[config.mk]
export PLATFORM = sky130hd
export DESIGN_NAME = fetch_stage
export DESIGN_NICKNAME = d
export VERILOG_FILES = /design/src/rtl/fetch_stage.sv
export SDC_FILE = /design/constraint.sdc
export NUM_CORES = 1
export LEC_CHECK = 0
export ABC_AREA = 1
export BUFFER_PORTS_ARGS = -buffer_cell sky130_fd_sc_hd__buf_2
export CORE_ASPECT_RATIO = 0.5
export CORE_UTILIZATION = 30
export CTS_CLUSTER_DIAMETER = 30
export DETAILED_ROUTE_END_ITERATION = 8
export PLACE_DENSITY_LB_ADDON = 0.15
export SETUP_SLACK_MARGIN = 0.2
export SYNTH_ARGS = -nofsm -noshare
export SYNTH_HDL_FRONTEND = slang
export SYNTH_SLANG_ARGS = --single-unit
[constraint.sdc]
create_clock -name clk -period 2 [get_ports clk]
set_input_delay 0 -clock clk [delete_from_list [all_inputs] [get_ports clk]]
set_output_delay 0 -clock clk [all_outputs]
set_load 0.02 [all_outputs]
[src/rtl/fetch_stage.sv]
// Instruction-fetch stage: owns the PC, drives the instruction-memory address and
// fills the IF/ID register, with decoder back-pressure, branch redirect and early jmp.
module fetch_stage #(
   parameter int RESET_PC   = 0,
   parameter int IMEM_DEPTH = 512,
   parameter int ADDR_W     = 16
) (
   input  logic              clk,
   input  logic              rst,
   output logic [ADDR_W-1:0] imem_addr,
   input  logic [15:0]       imem_instr,
   input  logic              redirect,
   input  logic [ADDR_W-1:0] redirect_pc,
   input  logic              id_ready,
   output logic              id_valid,
   output logic [15:0]       id_instr,
   output logic [ADDR_W-1:0] id_pc,
   output logic [ADDR_W-1:0] id_pc_plus1,
   output logic [15:0]       fetch_count
);

   localparam logic [ADDR_W-1:0] PC_MASK  = ADDR_W'(IMEM_DEPTH - 1);
   localparam logic [ADDR_W-1:0] PC_RESET = ADDR_W'(RESET_PC);
   localparam logic [2:0]        OP_JMP   = 3'b111;

   logic [ADDR_W-1:0] pc_q, pc_d;
   logic              id_valid_q, id_valid_d;
   logic [15:0]       id_instr_q, id_instr_d;
   logic [ADDR_W-1:0] id_pc_q, id_pc_d;
   logic [ADDR_W-1:0] id_pc_plus1_q, id_pc_plus1_d;
   logic [15:0]       fetch_count_q, fetch_count_d;

   logic              slot_free;
   logic              is_jmp;
   logic [ADDR_W-1:0] pc_inc;
   logic [ADDR_W-1:0] jmp_target;

   assign slot_free  = !id_valid_q || id_ready;
   assign is_jmp     = (imem_instr[15:13] == OP_JMP);
   assign pc_inc     = (pc_q + ADDR_W'(1)) & PC_MASK;
   assign jmp_target = ADDR_W'(imem_instr[12:0]) & PC_MASK;

   always_comb begin
      pc_d          = pc_q;
      id_valid_d    = id_valid_q;
      id_instr_d    = id_instr_q;
      id_pc_d       = id_pc_q;
      id_pc_plus1_d = id_pc_plus1_q;
      fetch_count_d = fetch_count_q;

      if (redirect) begin
         // The word currently at imem_addr is on the wrong path and is dropped.
         pc_d       = redirect_pc & PC_MASK;
         id_valid_d = 1'b0;
         id_instr_d = 16'h0000;
      end else if (slot_free) begin
         id_instr_d    = imem_instr;
         id_pc_d       = pc_q;
         id_pc_plus1_d = pc_inc;
         id_valid_d    = 1'b1;
         if (fetch_count_q != 16'hFFFF) begin
            fetch_count_d = fetch_count_q + 16'd1;
         end
         // jmp resolves here so it costs no bubble; decode still sees it as a no-op.
         pc_d = is_jmp ? jmp_target : pc_inc;
      end
   end

   always_ff @(posedge clk) begin
      if (rst) begin
         pc_q          <= PC_RESET;
         id_valid_q    <= 1'b0;
         id_instr_q    <= 16'h0000;
         id_pc_q       <= '0;
         id_pc_plus1_q <= '0;
         fetch_count_q <= 16'h0000;
      end else begin
         pc_q          <= pc_d;
         id_valid_q    <= id_valid_d;
         id_instr_q    <= id_instr_d;
         id_pc_q       <= id_pc_d;
         id_pc_plus1_q <= id_pc_plus1_d;
         fetch_count_q <= fetch_count_d;
      end
   end

   assign imem_addr   = pc_q;
   assign id_valid    = id_valid_q;
   assign id_instr    = id_instr_q;
   assign id_pc       = id_pc_q;
   assign id_pc_plus1 = id_pc_plus1_q;
   assign fetch_count = fetch_count_q;

endmodule

Word-level counts from Yosys, hierarchy flattened
Index checks and enable logic that the tools add are counted.
{ "word_totals": {"register_bits": 67, "in_bits": 36, "out_inout_bits": 81, "elab_cells": 20} }
{ "op_classes": {"addsub": 2, "n_eq_ne": 2, "muxes": 3, "n_bitwise": 1, "reduce_logical": 6} }
{ "ops": {"columns": ["op", "count"], "rows": [
  ["$mux W9", 3],
  ["$add A16 B1 Y16 const B", 1],
  ["$ne A16 B16 Y1 const B", 1],
  ["$add A9 B1 Y9 const B", 1],
  ["$eq A3 B3 Y1 const B", 1],
  ["$reduce_and A3 Y1", 1],
  ["$reduce_and A2 Y1", 1],
  ["$reduce_bool A2 Y1", 1],
  ["$reduce_or A2 Y1", 1],
  ["$logic_not A1 Y1", 1],
  ["$logic_or A1 B1 Y1", 1],
  ["$not A1 Y1", 1]
]} }

Longest topological paths before layout
{ "logic_depth": {"word_depth": 4, "depth_mapped": 10, "depth_no_buf": 10} }

Worst setup path after synthesis
No wires, ideal clock.
{ "synth_path": {"path_kind": "flip-flop to flip-flop", "startpoint": "register fetch_count_q[0] (netlist: fetch_count[0])", "endpoint": "register fetch_count_q[11] (netlist: fetch_count[11])", "setup_time_ns": 0.140, "arrival_ns": 1.478, "slack_ns": 0.381, "path_stages_with_launch": 10, "path_buffers": 1, "path_cell_list": "dfxtp_1 > ha_1 > inv_1 > nor2_4 > nand2_4 > nor2_8 > nor2_8 > buf_4 > nand2_1 > a21oi_2"} }
{ "synth_via": {"elab_chain_len": 2, "word_cells_on_any_way": 3} }
{ "synth_rtl": {"columns": ["element", "line", "source"], "rows": [
  ["start: declaration", "31", "logic [15:0] fetch_count_q, fetch_count_d;"],
  ["start signal: assignment", "83", "fetch_count_q <= fetch_count_d;"],
  ["parallel branches: the longest is 2 deep, another holds $add A16 B1 Y16", null, null]
]} }
Several ways; the timed one is not identified.
A chain may end at the register's enable or synchronous reset.

Worst setup path in the final report
{ "layout_path": {"startpoint": "register fetch_count_q[1] (netlist: fetch_count[1])", "endpoint": "register fetch_count_q[9] (netlist: fetch_count[9])"} }
Same word-level chain as after synthesis.

==> impl_metrics.json <==
{
  "outcome": "finished clean",
  "drv_slew": 0,
  "slowest_delay_ns": 0.40,
  "cp.arrival_ns": 1.83,
  "p_comb_share_pct": 13.7,
  "drt_first_iter_violations": 119,
  "htree_levels": 3,
  "ys_seq_area_share_pct": 40.4,
  "crit_type": "flop to flop",
  "drive_above_1_share_pct": 24.6,
  "cts_buffers": 9,
  "grt_start_max_net_pins": 33,
  "pwr_density_cell_nw_per_um2": 803,
  "nNetsFinal": 562,
  "num_antenna_cells": 0,
  "max-slew-margin-rel_pct": 40.3,
  "gr-usage-met3_pct": 3.83,
  "dr.pass1.iters": 4,
  "cts-root-buf": "clkbuf_16",
  "ys_warn_count": 0,
  "hold_start": "redirect_pc[3]",
  "rsz0062_at_grt": "no",
  "met1_usage_pct": 21.1,
  "synth.distinct_cells": 32,
  "grt.busiest_layer": "met2",
  "max_clock_freq_mhz": 635,
  "path_common_cell": "nor2_8",
  "regToRegStartpoint": "fetch_count[1]",
  "startpoint": "fetch_count[1]",
  "ios": 117,
  "clock_sinks": 60,
  "hpwl_um": 5510,
  "multi_input_area_um2": 1470,
  "clk_path_buf_depth": 2,
  "cts_tree": "built",
  "grt_pass1_vias": 2660,
  "ys_ff_latch": 60,
  "finalCritPeriodShare_pct": 78.8,
  "ant_nets": 0,
  "drc": 0,
  "clock_latency_ns": 0.33,
  "antenna_found_initial": 0,
  "pwr-share-seq_pct": 40.8,
  "sw_frac_of_total_pct": 28.5,
  "finalSetupTns_ns": 0,
  "gp_congestion": 0.804,
  "ir_worst_vdd_v": 0.000385,
  "grt-ovfl-total": 0,
  "tightest_slew_ns": 0.893,
  "core_um2": 9540,
  "p_int_mw": 2.28,
  "syn_avg_cell_area_um2": 7.18,
  "fp.dieW_um": 143,
  "setup-violations-final": 0,
  "layout.cells.non_filler": 664,
  "seq_area_um2": 1200,
  "num_rows": 25,
  "path_clk_slew_ns": 0.06,
  "fillers": 1051,
  "pwr-share-clk_pct": 45.4,
  "start_kind": "flop",
  "initial_core_util_pct": 31.2,
  "worstSetupEndpointType": "flop",
  "min_period_ns": 1.58,
  "die_height_um": 72.4,
  "p_leak_nw": 1.90,
  "portBuffers": 88,
  "wl_um": 8100,
  "grt_use_total_pct": 16.5,
  "drv_cap": 0,
  "crit_slowest_cell": "dfxtp_1",
  "die_area_um2": 10300,
  "worst_ep_required_time_ns": 2.26,
  "met2_usage_pct": 27.1,
  "areaGrowthSynthToFinish_pct": 33.5,
  "syn_inst": 414,
  "hold_viol": 0,
  "vias": 2825,
  "min_path_type": "input port to flop",
  "dpl.cell_count": 624,
  "post_drt_wl_per_cell_um": 12.2,
  "grt_pass1_wl_um": 13100,
  "via_per_inst": 4.25,
  "crit_chain": "ha_1 > inv_1 > nor2_4 > nand2_4 > nor2_8 > nor2_8 > inv_6 > nand2_1 > a21oi_1",
  "p_switching_mw": 0.908,
  "crit_path_max_fanout": 19,
  "syn_area_um2": 2970,
  "worst_clock_skew_ns": 0.00454
}
[through the flow]
stage | hold slack, ns | area, µm² | power (mW) | worst slack, ns | util [%]
6_report | 0.00915 | 3970 | 3.18 | 0.424 | 41.6
5_1_grt | 0.0396 | 3970 | 3.32 | 0.215 | 41.6
4_1_cts | 0.000738 | 3970 | 3.22 | 0.381 | 41.6
3_5_place_dp | 0.260 | 3450 | 1.73 | 0.399 | 36.1
3_3_place_gp | 0.245 | 3450 | 1.73 | 0.380 | 36.1
2_1_floorplan | 0.142 | 3050 | 1.63 | 0.381 | -
[worst max-delay path: cells and delay by family (launching register included)]
| kind | cells | cell delay (ns) |
|---|---|---|
| AOI/OAI and AO/OA | 1 | 0.13 |
| buffers and inverters | 2 | 0.21 |
| and+or+nand+nor | 5 | 0.53 |
| adders and majority gates | 1 | 0.22 |
| DFF | 1 | 0.40 |
[cells in the final DEF, fill, tap and decap left out, types with 3 or more instances in the layout]
| cell | count |
|---|---|
| nor2_2 | 4 |
| a31oi_1 | 3 |
| buf_4 | 4 |
| conb_1 | 21 |
| dlygate4sd3_1 | 24 |
| a21oi_1 | 22 |
| o21ai_0 | 30 |
| o211ai_1 | 7 |
| xnor2_1 | 4 |
| nor2_1 | 73 |
| inv_1 | 31 |
| nand4_1 | 3 |
| clkinv_2 | 3 |
| nand3_1 | 12 |
| xor2_1 | 7 |
| clkbuf_16 | 9 |
| o21ai_1 | 5 |
| dfxtp_1 | 60 |
| a22oi_1 | 6 |
| a21oi_2 | 9 |
| buf_2 | 88 |
| nand2_1 | 86 |
[cells in the mapped netlist]
cell type / count / area, µm²
dfxtp_1: 60 / 1200
a21oi_2: 9 / 78.8
o21ai_0: 30 / 150
buf_4: 22 / 165
inv_2: 1 / 3.75
clkbuf_1: 11 / 41.3
inv_4: 1 / 6.26
o21ai_1: 5 / 25.0
buf_2: 3 / 15.0
ha_1: 2 / 25.0
nor3_1: 1 / 5.00
inv_6: 1 / 8.76
xor2_1: 7 / 61.3
nand2_4: 1 / 11.3
o211ai_1: 7 / 52.6
a21boi_0: 1 / 7.51
clkinv_1: 1 / 3.75
buf_12: 1 / 20.0
nor2_8: 2 / 40.0
nand4_1: 3 / 18.8
xnor2_1: 4 / 35.0
a31oi_1: 3 / 18.8
a22oi_1: 6 / 45.0
nor2_2: 3 / 18.8
nand2_1: 86 / 323
nand2_2: 2 / 12.5
conb_1: 1 / 3.75
inv_1: 31 / 116
a21oi_1: 22 / 110
nand3_1: 12 / 60.1
nor2_1: 74 / 278
nor2_4: 1 / 11.3
[state kept, by name, indices dropped and copies added (netlist names)]
name,cells
id_pc_plus1,9
fetch_count,16
id_pc,9
id_instr,16
imem_addr,9
id_valid,1
[timing repair]
item,CTS,global route
resized for setup,0,1
setup buffers,0,0
hold buffers,24,0
endpoints found under the setup margin,0,1
hold endpoints to repair,23,0
[path summary, 6_finish.rpt]
kind | endpoint | slack [ns] | cells past startpoint
setup / recovery | fetch_count[9] | 0.42 | 9
hold reg to reg | id_pc[0] | 0.47 | 2
hold / removal | imem_addr[3] | 0.009 | 3
setup reg to reg | fetch_count[9] | 0.42 | 9
[layer usage]
layer  vias to the layer above  routed length, µm
li1                       1507                  -
met5                         -                  0
met1                      1242               4050
met2                        64               3620
met4                         0                108
met3                        12                316
[cell families after synthesis]
kind of cell	Yosys count	synth area share, %
XOR/XNOR	11	3.24
buffers and inverters	72	12.8
other	1	0.126
flip-flops	60	40.4
AO/OA/AOI/OAI	83	16.4
AND/OR/NAND/NOR	185	26.2
adder cells (fa/ha/maj)	2	0.842
[power groups by stage]
stage | clock (mW) | combinational, mW | sequential [mW]
2_1_floorplan | 0 | 0.234 | 1.39
3_3_place_gp | 0 | 0.404 | 1.32
3_5_place_dp | 0 | 0.404 | 1.33
4_1_cts | 1.48 | 0.443 | 1.30
5_1_grt | 1.53 | 0.484 | 1.31
6_report | 1.45 | 0.438 | 1.30
[layout make-up]
type,count,share of cell area [%]
Tap cell,135,4.26
Timing Repair Buffer,116,17.9
Clock inverter,6,1.01
Multi-Input combinational cell,302,37.0
Clock buffer,10,6.02
Inverter,35,3.50
Sequential cell,60,30.3
No activity file was read; power rests on OpenSTA's default activity.
